## config.mk

```make
export PLATFORM = sky130hd
export DESIGN_NAME = ifft4_stream
export DESIGN_NICKNAME = d
export VERILOG_FILES = /design/src/rtl/ifft4_pkg.sv /design/src/rtl/ifft4_stream_cbfly.sv /design/src/rtl/ifft4_stream.sv
export SDC_FILE = /design/constraint.sdc
export NUM_CORES = 2
export LEC_CHECK = 0
export CAP_MARGIN = 0
export CORE_ASPECT_RATIO = 1.4
export CORE_MARGIN = 2
export CORE_UTILIZATION = 55
export DETAILED_ROUTE_END_ITERATION = 10
export PLACE_DENSITY = 0.76
export SETUP_SLACK_MARGIN = 0.3
export SLEW_MARGIN = 20
export SYNTH_ARGS = -nofsm -noshare
export SYNTH_HDL_FRONTEND = slang
export SYNTH_SLANG_ARGS = --single-unit
```

## constraint.sdc

```tcl
create_clock -name CLK -period 5.9 [get_ports CLK]
set_input_delay 0.59 -clock CLK [delete_from_list [all_inputs] [get_ports CLK]]
set_output_delay 0.59 -clock CLK [all_outputs]
set_load 0.05 [all_outputs]
```

## src/rtl/ifft4_pkg.sv

```systemverilog
// Shared width, FSM states and complex sample types for the streaming 4-point IFFT.
package ifft4_pkg;

  localparam int W = 33;

  typedef enum logic [1:0] {
    LOAD  = 2'd0,
    CALC1 = 2'd1,
    CALC2 = 2'd2,
    SEND  = 2'd3
  } state_t;

  typedef struct packed {
    logic [W-1:0] re;
    logic [W-1:0] im;
  } cplx_w_t;

  typedef struct packed {
    logic [W:0] re;
    logic [W:0] im;
  } cplx_w1_t;

  typedef struct packed {
    logic [W+1:0] re;
    logic [W+1:0] im;
  } cplx_w2_t;

  // Floor division by 4; the 1/4 scaling guarantees the result fits W bits.
  function automatic cplx_w_t div4(input logic [W+1:0] re, input logic [W+1:0] im);
    cplx_w_t r;
    r.re = W'($signed(re) >>> 2);
    r.im = W'($signed(im) >>> 2);
    return r;
  endfunction

endpackage

```

## src/rtl/ifft4_stream_cbfly.sv

```systemverilog
// Combinational complex butterfly: sum and difference of two signed inputs, one bit wider.
module cbfly #(
  parameter int IW = 33
) (
  input  logic [IW-1:0] i_a_re,
  input  logic [IW-1:0] i_a_im,
  input  logic [IW-1:0] i_b_re,
  input  logic [IW-1:0] i_b_im,
  output logic [IW:0]   o_sum_re,
  output logic [IW:0]   o_sum_im,
  output logic [IW:0]   o_dif_re,
  output logic [IW:0]   o_dif_im
);

  assign o_sum_re = {i_a_re[IW-1], i_a_re} + {i_b_re[IW-1], i_b_re};
  assign o_sum_im = {i_a_im[IW-1], i_a_im} + {i_b_im[IW-1], i_b_im};
  assign o_dif_re = {i_a_re[IW-1], i_a_re} - {i_b_re[IW-1], i_b_re};
  assign o_dif_im = {i_a_im[IW-1], i_a_im} - {i_b_im[IW-1], i_b_im};

endmodule

```

## src/rtl/ifft4_stream.sv

```systemverilog
// Streaming 4-point inverse FFT: buffers X0..X3, two registered butterfly stages, sends x0..x3.
// Input and output phases never overlap; a late IN_FIRST restarts the frame at X0.
module ifft4_stream
  import ifft4_pkg::*;
(
  input  logic         CLK,
  input  logic         RST_X,
  input  logic         IN_VALID,
  output logic         IN_READY,
  input  logic         IN_FIRST,
  input  logic [W-1:0] IN_RE,
  input  logic [W-1:0] IN_IM,
  output logic         OUT_VALID,
  input  logic         OUT_READY,
  output logic [W-1:0] OUT_RE,
  output logic [W-1:0] OUT_IM,
  output logic [1:0]   OUT_IDX,
  output logic         OUT_LAST,
  output logic         RESYNC
);

  state_t     r_state;
  state_t     w_state_nx;
  logic [1:0] r_cnt;
  logic [1:0] r_idx;
  logic       r_in_ready;
  cplx_w_t    r_buf [4];
  cplx_w1_t   r_a, r_b, r_c, r_d;
  cplx_w_t    r_x [4];

  logic       w_in_hs;
  logic       w_out_hs;
  logic       w_resync;
  cplx_w1_t   w_s1_a, w_s1_b, w_s1_c, w_s1_d;
  cplx_w2_t   w_ac_sum, w_ac_dif, w_bd_sum, w_bd_dif;

  assign w_in_hs  = IN_VALID & r_in_ready;
  assign w_out_hs = OUT_VALID & OUT_READY;
  assign w_resync = w_in_hs & IN_FIRST & (r_cnt != 2'd0);

  cbfly #(.IW(W)) u_s1_02 (
    .i_a_re(r_buf[0].re), .i_a_im(r_buf[0].im),
    .i_b_re(r_buf[2].re), .i_b_im(r_buf[2].im),
    .o_sum_re(w_s1_a.re), .o_sum_im(w_s1_a.im),
    .o_dif_re(w_s1_b.re), .o_dif_im(w_s1_b.im)
  );

  cbfly #(.IW(W)) u_s1_13 (
    .i_a_re(r_buf[1].re), .i_a_im(r_buf[1].im),
    .i_b_re(r_buf[3].re), .i_b_im(r_buf[3].im),
    .o_sum_re(w_s1_c.re), .o_sum_im(w_s1_c.im),
    .o_dif_re(w_s1_d.re), .o_dif_im(w_s1_d.im)
  );

  cbfly #(.IW(W+1)) u_s2_ac (
    .i_a_re(r_a.re), .i_a_im(r_a.im),
    .i_b_re(r_c.re), .i_b_im(r_c.im),
    .o_sum_re(w_ac_sum.re), .o_sum_im(w_ac_sum.im),
    .o_dif_re(w_ac_dif.re), .o_dif_im(w_ac_dif.im)
  );

  // D enters with re/im swapped so B+/-jD is picked per component without negating D.
  cbfly #(.IW(W+1)) u_s2_bd (
    .i_a_re(r_b.re), .i_a_im(r_b.im),
    .i_b_re(r_d.im), .i_b_im(r_d.re),
    .o_sum_re(w_bd_sum.re), .o_sum_im(w_bd_sum.im),
    .o_dif_re(w_bd_dif.re), .o_dif_im(w_bd_dif.im)
  );

  always_comb begin
    w_state_nx = r_state;
    case (r_state)
      LOAD:    if (w_in_hs && !w_resync && r_cnt == 2'd3) w_state_nx = CALC1;
      CALC1:   w_state_nx = CALC2;
      CALC2:   w_state_nx = SEND;
      SEND:    if (w_out_hs && r_idx == 2'd3) w_state_nx = LOAD;
      default: w_state_nx = LOAD;
    endcase
  end

  always_ff @(posedge CLK or negedge RST_X) begin
    if (!RST_X) begin
      r_state    <= LOAD;
      r_cnt      <= 2'd0;
      r_idx      <= 2'd0;
      r_in_ready <= 1'b0;
      r_a        <= '0;
      r_b        <= '0;
      r_c        <= '0;
      r_d        <= '0;
      for (int i = 0; i < 4; i++) begin
        r_buf[i] <= '0;
        r_x[i]   <= '0;
      end
    end else begin
      r_state    <= w_state_nx;
      r_in_ready <= (w_state_nx == LOAD);
      if (w_in_hs) begin
        if (w_resync) begin
          r_buf[0] <= '{re: IN_RE, im: IN_IM};
          r_cnt    <= 2'd1;
        end else begin
          r_buf[r_cnt] <= '{re: IN_RE, im: IN_IM};
          r_cnt        <= r_cnt + 2'd1;
        end
      end
      if (r_state == CALC1) begin
        r_a <= w_s1_a;
        r_b <= w_s1_b;
        r_c <= w_s1_c;
        r_d <= w_s1_d;
      end
      if (r_state == CALC2) begin
        r_x[0] <= div4(w_ac_sum.re, w_ac_sum.im);
        r_x[2] <= div4(w_ac_dif.re, w_ac_dif.im);
        r_x[1] <= div4(w_bd_dif.re, w_bd_sum.im);
        r_x[3] <= div4(w_bd_sum.re, w_bd_dif.im);
      end
      if (r_state == SEND && w_out_hs) r_idx <= r_idx + 2'd1;
    end
  end

  assign IN_READY  = r_in_ready;
  assign OUT_VALID = (r_state == SEND);
  assign OUT_RE    = r_x[r_idx].re;
  assign OUT_IM    = r_x[r_idx].im;
  assign OUT_IDX   = r_idx;
  assign OUT_LAST  = OUT_VALID & (r_idx == 2'd3);
  assign RESYNC    = w_resync;

endmodule
```

After elaboration in Yosys (flattened, before gate mapping)
Index checks and enable logic that the tools add are counted.

storage, ports and cells
  flip-flop bits (word level) = 807
  input port bits = 71
  output and inout port bits = 72
  word-level logic and storage cells = 83

cells by class
  $add $sub $neg = 18
  $lt $le $gt $ge = 3
  equal/unequal tests = 5
  mux-type cells = 11
  bitwise gates (word level) = 8
  reductions and logical operators = 10

operators with widths
  operator             count
  $bwmux 264           1
  $mux 66              4
  $add 34x34->35       4
  $sub 34x34->35       4
  $add 33x33->34       4
  $sub 33x33->34       4
  $bmux 66 s2          1
  $demux 66 s2         1
  $eq 2x2->1 const B   4
  $pmux 2 s4           1
  $ge 3x3->1 const B   2
  $mux 2               3
  $not 2->3            2
  $and 1x1->1          5
  $logic_and 1x1->1    5
  $add 2x1->2 const B  2
  $logic_not 2->1      2
  $lt 3x1->1 const B   1
  $eq 2x1->1 const B   1
  $reduce_and 2->1     1
  $reduce_bool 2->1    1
  $logic_not 1->1      1
  $not 1->1            1

Depth between registers and ports, before layout
  word-level depth = 9
  depth in mapped cells = 16

By module
Synthesis repeated with hierarchy kept, for this count alone.

second synthesis, totals
  cell total of the unflattened synthesis = 6186
  area total of the unflattened synthesis = 61192.4 µm²

modules (own cells, without submodules)
  module           instances  cells an instance  area each (µm²)
  ifft4_stream     1          1807               31888.1
  cbfly (u_s2_ac)  1          1127               7502.2
  cbfly (u_s2_bd)  1          1121               7459.7
  cbfly (u_s1_13)  1          1074               7270.7
  cbfly (u_s1_02)  1          1057               7071.8

Least setup slack after synthesis
OpenSTA, ideal clock, no wires.

  kind = flip-flop to flip-flop
  start point = register r_in_ready, in the netlist IN_READY
  end point = register r_buf[47] in the netlist's numbering
  library setup time = 0.125 ns
  arrival = 3.596 ns
  data required time = 5.775 ns
  setup slack = 2.179 ns
  cell stages (with the launch flop) = 8
  buffers on the path = 2
  clock period less this slack = 3.721 ns
  cells stage by stage = dfrtp_1 -> nand2_1 -> nor3b_1 -> nor2_1 -> nand2_1 -> buf_1 -> buf_1 -> mux2_2

on the way
  word-level cells in the longest chain between the ends = 5

RTL lines
  element                         line                 source
  start: declaration              ifft4_stream.sv:26   logic r_in_ready;
  start signal: assignment        ifft4_stream.sv:97   r_in_ready <= (w_state_nx == LOAD);
  $and 1x1->1                     ifft4_stream.sv:37   assign w_in_hs = IN_VALID & r_in_ready;
  $and 1x1->1 (2 in series)       ifft4_stream.sv:39   assign w_resync = w_in_hs & IN_FIRST & (r_cnt != 2'd0);
  via RESYNC                      ifft4_stream.sv:19   output logic RESYNC
  $not 1->1 (no line)             n/a
  $reduce_and 2->1 (no line)      n/a
  end signal: indexed assignment  ifft4_stream.sv:103  r_buf[r_cnt] <= '{re: IN_RE, im: IN_IM};
  end: declaration                ifft4_stream.sv:27   cplx_w_t r_buf [4];

The timed path passes the listed nets, and every way through them passes these cells.
A chain may end at the register's enable or synchronous reset.

Worst setup path in the final report
  start point = register r_buf[231] in the netlist's numbering
  end point = register r_b[66] in the netlist's numbering

on the way
  word-level cells in the longest chain between the ends = 1

RTL lines
  element                 line                      source
  $sub 33x33->34          ifft4_stream_cbfly.sv:17  assign o_dif_re = {i_a_re[IW-1], i_a_re} - {i_b_re[IW-1], i_b_re};
  end signal: assignment  ifft4_stream.sv:109       r_b <= w_s1_b;
  end: declaration        ifft4_stream.sv:28        cplx_w1_t r_a, r_b, r_c, r_d;

Every way passes these cells.

==> impl_metrics.tcl <==
set metrics [dict create \
    drtIter0Drc 3451 \
    path_class "reg2reg" \
    hold_buffers 1 \
    syn_avg_cell_area_sq_um 9.12 \
    r2r-end "r_b[66]" \
    cp_slowest_cell "nor4b_1" \
    status "completed" \
    cts.htree.levels 3 \
    ctsRootBufferMaster "clkbuf_16" \
    vias_per_cell 5.83 \
    areaGrowthSynthToFinish_pct 9.29 \
    ys_seq_area_share_pct 36.8 \
    clk_path_buf_depth 3 \
    grt_max_degree 267 \
    gp_congestion 0.953 \
    dp_hpwl_um 120000 \
    place_inst 7146 \
    io_pins 143 \
    hold_class "reg2reg" \
    syn_nets 6595 \
    cp-start-kind "flop" \
    setup_tns_ns 0 \
    core_area_sq_um 98400 \
    die_area_sq_um 102000 \
    clk_latency_ns 0.68 \
    final_cells 7303 \
    antenna_left 0 \
    yosys.area.top_type "dfrtp_1" \
    cts_setup_buffers 0 \
    layout-drive-gt1-share_pct 9.42 \
    reg2reg_slack_ns 1.53 \
    cts.sinks 803 \
    max_slew_margin_pct 31.2 \
    netlist.area_leader.share_pct 36.8 \
    drt_wl_total_um 154000 \
    grt_pass1_wl_um 240000 \
    path_cells "inv_1, ha_1, inv_1, fa_1, a21o_1, a21oi_1, nand2b_1, a2111oi_0, a211oi_1, a21oi_1, and4_1, nor4b_1, nor3_1, nor3_1, xor2_1, o21ai_0" \
    skew_ns 0.0282 \
    synth-edff-count 0 \
    layout.nets 6534 \
    yosys_warnings 0 \
    cp.depth 16 \
    cp_num_buf_inv 2 \
    cts_resized 0 \
    tightest_slew_ns 1.03 \
    grt_overflow 0 \
    cp.required_ns 6.42 \
    synth_ff_type "dfrtp_1" \
    yosysUniqueCellTypes 86 \
    utilization_pct 60.6 \
    drv_cap 0 \
    vias 42600 \
    arrival_ns 4.89 \
    period_share_pct 74.0 \
    slew_viol_final 0 \
    post-route-min-period_ns 4.37 \
    start_util_pct 55.5 \
    hold_viol 0 \
    rsz0062_at_grt "no" \
    end_kind "flop" \
    first_pass_iters 6 \
    reg2reg_depth 16 \
    max_stage_delay_ns 0.54 \
    rows 136 \
    syn-cell-area_sq_um 54600 \
    die-height_um 377 \
    portBuffers 142 \
    track_usage_pct 30.3 \
    startpoint "r_buf[231]" \
    cts_made_buffers 83 \
    async_reset_ff_share_pct 100 \
    route.detailed.drc 0 \
    cts_tree "built" \
    max_freq_mhz 229 \
    critPathMaxFanout 3 \
    clkTransAtPathRegs_ns 0.06 \
    die_x_um 270 \
    wire_per_inst_um 21.1 \
    critPathTopFamily "compound AO/OA/AOI/OAI gates" \
    synth-seq-cells 803 \
    setup.worst_path.end "r_b[66]" \
    grt_pass1_vias 41900 \
    synthCells 5983 \
    synth.area.top_cells "dfrtp_1, ha_1, xnor2_1" \
    antenna_found_initial 4 \
    rr_startpoint "r_buf[231]" \
    setup-violations-final 0 \
]
worst register-to-register path: stages (launching register included):
cell,delay (ns)
dfrtp_1,0.40
inv_1,0.06
ha_1,0.15
inv_1,0.05
fa_1,0.40
a21o_1,0.23
a21oi_1,0.37
nand2b_1,0.25
a2111oi_0,0.15
a211oi_1,0.46
a21oi_1,0.23
and4_1,0.31
nor4b_1,0.54
nor3_1,0.13
nor3_1,0.23
xor2_1,0.16
o21ai_0,0.08
cell families (layout without fill, tap and decap cells):
logic type      after synthesis  after routing  synth area share [%]
buf+inv                     807            814                  5.60
fa+ha+maj                   541            541                  12.5
mux                         335            335                  8.27
simple gates               1439           1439                  11.7
compound gates             1583           1583                  17.5
other cells                   0              2                     0
xor+xnor                    475            475                  7.63
flops                       803            803                  36.8
flip-flops by register name, summed over array words and instances (netlist names):
signal    flops
r_x         264
r_c          68
r_b          66
IN_READY      1
r_buf       264
r_state       2
r_d          66
r_cnt         2
OUT_IDX       2
r_a          68
cell usage in the layout, fill, tap and decap left out, types with 14 or more instances in the layout:
cell and n:
a211oi_1 24, a21o_1 93, a21oi_1 410, a31oi_1 39, and3_1 17, buf_4 16
clkbuf_1 17, clkbuf_16 86, clkdlybuf4s50_1 141, clkinv_2 15, dfrtp_1 801, ha_1 533
inv_1 488, mux2_2 267, mux4_2 66, nand2_1 659, nand2b_1 55, nand3_1 57
nand4_1 29, nor2_1 363, nor2b_1 48, nor3_1 79, nor4_1 36, o211ai_1 18
o21a_1 19, o21ai_0 598, o21ai_1 52, o21bai_1 114, o31ai_1 40, or2_2 14
or3_1 18, xnor2_1 391, xor2_1 84
cell type report:
type | instances | area, sq um
fill | 8572 | 38700
multi-input combinational | 4373 | 31500
sequential | 803 | 20100
clock buffer | 116 | 2390
inverter | 491 | 1840
timing repair buffer | 170 | 1780
tap | 1311 | 1640
clock inverter | 37 | 409
antenna | 2 | 5.00
worst min-delay path by stage:
stage                         from        to  slack (ns)  depth (start not counted)
final                       r_x[7]    r_x[7]        0.48                          2
after global routing       r_x[47]   r_x[47]        0.50                          2
after CTS                  r_x[47]   r_x[47]        0.48                          2
after detailed placement   r_x[47]   r_x[47]        0.46                          2
after global placement    r_x[103]  r_x[103]        0.45                          2
after floorplan              RST_X  IN_READY        0.29                          0
routing by layer:
layer	GRT usage (%)	wire length, um	vias up
met5	0	0	-
met3	3.51	7730	271
met2	50.3	72700	1089
li1	-	-	20400
met1	40.3	67100	20800
met4	12.7	6570	0
synthesized netlist by cell type (93+ instances only):
library cell  number
mux2_2           267
inv_1            488
o21bai_1         114
xnor2_1          391
ha_1             533
o21ai_0          598
nand2_1          662
a21oi_1          410
a21o_1            93
nor2_1           363
dfrtp_1          803
clkbuf_1         275
metrics by stage:
| step | hold WS (ns) | setup slack, ns | cell area (sq um) |
|---|---|---|---|
| floorplan | 0.294 | 2.18 | 54600 |
| global placement | 0.447 | 1.61 | 56800 |
| detailed placement | 0.463 | 1.66 | 56800 |
| CTS | 0.477 | 1.62 | 59600 |
| global route | 0.497 | 1.30 | 59600 |
| finish | 0.476 | 1.53 | 59600 |
Power is left out: the tool's default activity adds up to more than one toggle a clock period on the data nets, which glitch-free logic cannot reach.
